**src/rtl/prga_pkg.sv**
```systemverilog
// Shared types and constants for the RC4 keystream/decrypt stage.
// The state encoding is private to prga; LEN_ADDR locates the length byte.
package prga_pkg;

    typedef enum logic [3:0] {
        IDLE    = 4'd0,
        LEN_RD  = 4'd1,
        LEN_CAP = 4'd2,
        SI_RD   = 4'd3,
        SI_CAP  = 4'd4,
        SJ_RD   = 4'd5,
        SJ_CAP  = 4'd6,
        WR_I    = 4'd7,
        WR_J    = 4'd8,
        PAD_RD  = 4'd9,
        PAD_CAP = 4'd10
    } state_t;

    localparam int LEN_ADDR = 0;

endpackage

```
**src/rtl/prga.sv**
```systemverilog
// RC4 PRGA: reads a length-prefixed ciphertext, walks the permuted S memory
// left by KSA and writes the length-prefixed plaintext, 8 cycles per byte.
module prga
    import prga_pkg::*;
#(
    parameter int CT_AW = 8
) (
    input  logic             clk,
    input  logic             rst_n,
    input  logic             en,
    output logic             rdy,
    output logic [7:0]       s_addr,
    input  logic [7:0]       s_rddata,
    output logic [7:0]       s_wrdata,
    output logic             s_wren,
    output logic [CT_AW-1:0] ct_addr,
    input  logic [7:0]       ct_rddata,
    output logic [CT_AW-1:0] pt_addr,
    output logic [7:0]       pt_wrdata,
    output logic             pt_wren
);

    state_t     r_state;
    state_t     w_next;
    logic [7:0] r_i;
    logic [7:0] r_j;
    logic [7:0] r_k;
    logic [7:0] r_len;
    logic [7:0] r_si;
    logic [7:0] r_sj;
    logic [7:0] w_padIdx;

    assign w_padIdx = r_si + r_sj;

    always_ff @(posedge clk or negedge rst_n) begin
        if (!rst_n) begin
            r_state <= IDLE;
        end else begin
            r_state <= w_next;
        end
    end

    always_comb begin
        w_next = r_state;
        case (r_state)
            IDLE:    if (en) w_next = LEN_RD;
            LEN_RD:  w_next = LEN_CAP;
            LEN_CAP: w_next = (ct_rddata == 8'd0) ? IDLE : SI_RD;
            SI_RD:   w_next = SI_CAP;
            SI_CAP:  w_next = SJ_RD;
            SJ_RD:   w_next = SJ_CAP;
            SJ_CAP:  w_next = WR_I;
            WR_I:    w_next = WR_J;
            WR_J:    w_next = PAD_RD;
            PAD_RD:  w_next = PAD_CAP;
            PAD_CAP: w_next = (r_k == r_len) ? IDLE : SI_RD;
            default: w_next = IDLE;
        endcase
    end

    // Index/byte registers; i and j restart from zero on every accepted start.
    always_ff @(posedge clk or negedge rst_n) begin
        if (!rst_n) begin
            r_i   <= 8'd0;
            r_j   <= 8'd0;
            r_k   <= 8'd0;
            r_len <= 8'd0;
            r_si  <= 8'd0;
            r_sj  <= 8'd0;
        end else begin
            case (r_state)
                IDLE: begin
                    if (en) begin
                        r_i <= 8'd0;
                        r_j <= 8'd0;
                    end
                end
                LEN_CAP: begin
                    r_len <= ct_rddata;
                    if (ct_rddata != 8'd0) begin
                        r_k <= 8'd1;
                        r_i <= 8'd1;
                    end
                end
                SI_CAP: begin
                    r_si <= s_rddata;
                    r_j  <= r_j + s_rddata;
                end
                SJ_CAP: r_sj <= s_rddata;
                PAD_CAP: begin
                    if (r_k != r_len) begin
                        r_k <= r_k + 8'd1;
                        r_i <= r_i + 8'd1;
                    end
                end
                default: ;
            endcase
        end
    end

    // Outputs decode from state alone, so an async reset silences writes at once.
    always_comb begin
        rdy       = 1'b0;
        s_addr    = 8'd0;
        s_wrdata  = 8'd0;
        s_wren    = 1'b0;
        ct_addr   = '0;
        pt_addr   = '0;
        pt_wrdata = 8'd0;
        pt_wren   = 1'b0;
        case (r_state)
            IDLE:    rdy = 1'b1;
            LEN_RD:  ct_addr = CT_AW'(LEN_ADDR);
            LEN_CAP: begin
                pt_addr   = CT_AW'(LEN_ADDR);
                pt_wrdata = ct_rddata;
                pt_wren   = 1'b1;
            end
            SI_RD:   s_addr = r_i;
            SJ_RD:   s_addr = r_j;
            WR_I: begin
                s_addr   = r_i;
                s_wrdata = r_sj;
                s_wren   = 1'b1;
            end
            WR_J: begin
                s_addr   = r_j;
                s_wrdata = r_si;
                s_wren   = 1'b1;
            end
            PAD_RD: begin
                s_addr  = w_padIdx;
                ct_addr = CT_AW'(r_k);
            end
            PAD_CAP: begin
                pt_addr   = CT_AW'(r_k);
                pt_wrdata = s_rddata ^ ct_rddata;
                pt_wren   = 1'b1;
            end
            default: rdy = 1'b0;
        endcase
    end

endmodule

```
**config.mk**
```make
export PLATFORM = sky130hd
export DESIGN_NAME = prga
export DESIGN_NICKNAME = d
export VERILOG_FILES = /design/src/rtl/prga_pkg.sv /design/src/rtl/prga.sv
export SDC_FILE = /design/constraint.sdc
export NUM_CORES = 1
export LEC_CHECK = 0
export CORE_MARGIN = 2
export CORE_UTILIZATION = 40
export CTS_BUF_LIST = sky130_fd_sc_hd__clkbuf_8
export CTS_CLUSTER_SIZE = 24
export DETAILED_ROUTE_END_ITERATION = 12
export PLACE_DENSITY_LB_ADDON = 0.12
export SYNTH_ARGS = -nofsm -noshare
export SYNTH_HDL_FRONTEND = slang
export SYNTH_SLANG_ARGS = --single-unit
```
**constraint.sdc**
```tcl
create_clock -name clk -period 4.25 [get_ports clk]
set_clock_uncertainty 0.1 [all_clocks]
set_input_delay 0.425 -clock clk [delete_from_list [all_inputs] [get_ports clk]]
set_output_delay 0.425 -clock clk [all_outputs]
set_load 0.02 [all_outputs]
```
==> flow_metrics.env <==
export IMPL_htree_levels=2
export IMPL_setup_viol_count_final=0
export IMPL_seq_area_frac_synth=0.377
export IMPL_synth_top_cells_by_area="sky130_fd_sc_hd__dfrtp_1 38%, sky130_fd_sc_hd__mux2_2 7.5%, sky130_fd_sc_hd__xor2_1 5.8%"
export IMPL_synth_most_common_cell="sky130_fd_sc_hd__dfrtp_1"
export IMPL_postSynth_topFlopCell="sky130_fd_sc_hd__dfrtp_1"
export IMPL_grt_first_pass_wirelength_mm=14.7
export IMPL_post_drt_wl_per_cell_um=17.3
export IMPL_worstSetupStartpointType="flop"
export IMPL_fin_crit_share=0.803
export IMPL_tritoncts="built"
export IMPL_fraction_of_layout_instances_using_a_drive_strength_above_1=0.105
export IMPL_post_synth_top_area_cell="sky130_fd_sc_hd__dfrtp_1"
export IMPL_ir_worst_vdd_v=0.000345
export IMPL_post_cts_buffers=0
export IMPL_edff_count_synth=0
export IMPL_dp_wirelength_mm=6.75
export IMPL_maximum_number_of_pins_on_one_net_before_global_route_repair=34
export IMPL_globalplace_congestion=0.855
export IMPL_netlist_cell_type_count=57
export IMPL_floorplan_rows=33
export IMPL_syn_to_final_growth_pct=23.0
export IMPL_power_leakage_nw=1.77
export IMPL_routed_wirelength_mm=9.07
export IMPL_cts_root_buf="sky130_fd_sc_hd__clkbuf_8"
export IMPL_achievable_frequency_mhz=293
export IMPL_crit_path_max_fanout=3
export IMPL_maxCapViolCount=0
export IMPL_drc_errors=0
export IMPL_max_slew_margin_rel=0.430
export IMPL_fp_dieH_um=96.8
export IMPL_critPathCaptureType="output pin"
export IMPL_slew_of_the_pin_with_the_lowest_slew_margin_ns=0.852
export IMPL_syn_inst=358
export IMPL_required_ns=3.72
export IMPL_synth_top_cell_area_share=0.377
export IMPL_async_set_or_reset_register_ratio_after_synthesis=1.00
export IMPL_io_buffer_count=61
export IMPL_report_final_hold_viol_count=0
export IMPL_pin_count=62
export IMPL_grt_most_used_layer="met2"
export IMPL_power_density_over_cell_area_nw_per_um2=630
export IMPL_drt_initial_drc_count=127
export IMPL_final_max_slew_viol_count=0
export IMPL_synthTopCellsByCount="52 x sky130_fd_sc_hd__dfrtp_1, 35 x sky130_fd_sc_hd__nor2_1, 23 x sky130_fd_sc_hd__mux2_2, 23 x sky130_fd_sc_hd__xor2_1, 21 x sky130_fd_sc_hd__nand2_1"
export IMPL_firstDrtPassIters=4
export IMPL_vias=2962
export IMPL_core_um2=8300
export IMPL_via_per_inst=5.66
export IMPL_ant_nets=0
export IMPL_setup_worst_path_class="flop to output pin"
export IMPL_stdcell_area_um2=4240
export IMPL_setup_slack_on_the_worst_flop_to_flop_path_ns=1.55
export IMPL_grt_remaining_overflow=0
export IMPL_grt_antenna_before_repair=0
export IMPL_floorplan_initialDensity=0.415
export IMPL_run_status="finished clean"
export IMPL_insertedDiodeCount=0
export IMPL_hold_path_class="flop to flop"
export IMPL_clkSinkCount=52
export IMPL_critPathArrivalTime_ns=2.89
export IMPL_global_route_track_usage_on_met1=0.280
export IMPL_clk_path_buf_depth=2
export IMPL_met3_usage=0.0318
export IMPL_min_clock_period_post_route_ns=3.41
export IMPL_grt_use_total=0.194
export IMPL_chipWidth_um=96.8
export IMPL_grt_use_met2=0.298
export IMPL_cts_buffers=5
export IMPL_synth_cell_area_um2=3450
export IMPL_place_area_um2=4140
export IMPL_grt_setup_unrepaired="false"
export IMPL_clk_pin_slew_worst_paths_ns=0.10
export IMPL_synthesis_nets=395
export IMPL_ys_ff_latch=52
export IMPL_synth_avg_cell_area_um2=9.63
export IMPL_source_to_sink_clock_delay_at_the_later_pin_of_the_worst_skew_pair_ns=0.31
export IMPL_yosysWarningCount=0
export IMPL_final_net_count=454
export IMPL_die_area_um2=9380
export IMPL_first_global_vias=2778
export IMPL_tns_ns=0
## per-stage QoR
stage                     power [W]  setup slack (ns)  hold slack (ns)   util  std cells
final                       0.00267             0.838            0.434  0.511        523
after floorplan             0.00195              1.49           0.0294      -        358
after global placement      0.00236              1.17            0.316  0.499        514
after detailed placement    0.00239              1.18            0.312  0.499        514
after CTS                   0.00269             0.805            0.441  0.511        523
after global routing        0.00289             0.565            0.453  0.511        523
## state kept, by name, summed over array words and instances (netlist names)
name,count
r_i,8
r_j,8
r_k,8
r_len,8
r_si,8
r_sj,8
r_state,4
## metal layers
layer,wire [µm],up-vias
met1,4270,1453
met2,4140,90
met5,0,-
met4,210,0
met3,447,11
li1,-,1408
## report_power, final
part / total, W / internal (W) / switching (W)
registers: 0.000920 / 0.000681 / 0.000239
clock network: 0.000294 / 0.000129 / 0.000165
logic: 0.00146 / 0.000701 / 0.000755
total: 0.00267 / 0.00151 / 0.00116
## cells in the final DEF, fill, tap and decap left out, drive strengths merged, types with 14 or more instances in the layout
master	instances
inv	16
clkdlybuf4s50	60
and2	14
nand2	21
a21oi	14
ha	16
a22o	14
xor2	23
mux2	23
dfrtp	52
o21ai	21
nor2	39
## logic make-up after synthesis
family | synth area share
AND/OR/NAND/NOR | 0.191
multiplexers | 0.0809
XOR/XNOR | 0.0788
AO/OA/AOI/OAI | 0.166
adder cells (fa/ha/maj) | 0.0697
buffers and inverters | 0.0363
flip-flops | 0.377
## worst max-delay path: stages, from the launching register on
cell,delay (ns)
sky130_fd_sc_hd__dfrtp_1,0.38
sky130_fd_sc_hd__ha_1,0.17
sky130_fd_sc_hd__inv_1,0.06
sky130_fd_sc_hd__fa_1,0.39
sky130_fd_sc_hd__nor2b_1,0.12
sky130_fd_sc_hd__o21ai_0,0.10
sky130_fd_sc_hd__a21oi_1,0.20
sky130_fd_sc_hd__o21ai_0,0.12
sky130_fd_sc_hd__o311ai_0,0.37
sky130_fd_sc_hd__clkdlybuf4s50_1,0.68
## path summary, 6_finish.rpt
check | startpoint | to | depth (start not counted)
worst max register to register | r_state[0] | r_k[3] | 7
worst min-delay path | r_len[5] | r_len[5] | 1
max in group asynchronous | rst_n | r_len[3] | 3
worst min register to register | r_len[5] | r_len[5] | 1
worst max-delay path | r_si[0] | s_addr[6] | 9
min in group asynchronous | rst_n | r_len[5] | 2
## timing repair
item                      in CTS  in global routing
resized for setup              0                  0
hold buffers                   1                  0
hold endpoints to repair      19                  0
## cell type report
class | count | area, µm²
timing repair buffer | 66 | 646
tap | 105 | 131
clock inverter | 2 | 7.51
multi-input combinational | 278 | 2020
sequential | 52 | 1300
clock buffer | 6 | 82.6
fill | 783 | 4060
inverter | 14 | 52.6
(Power assumes the default switching activity.)
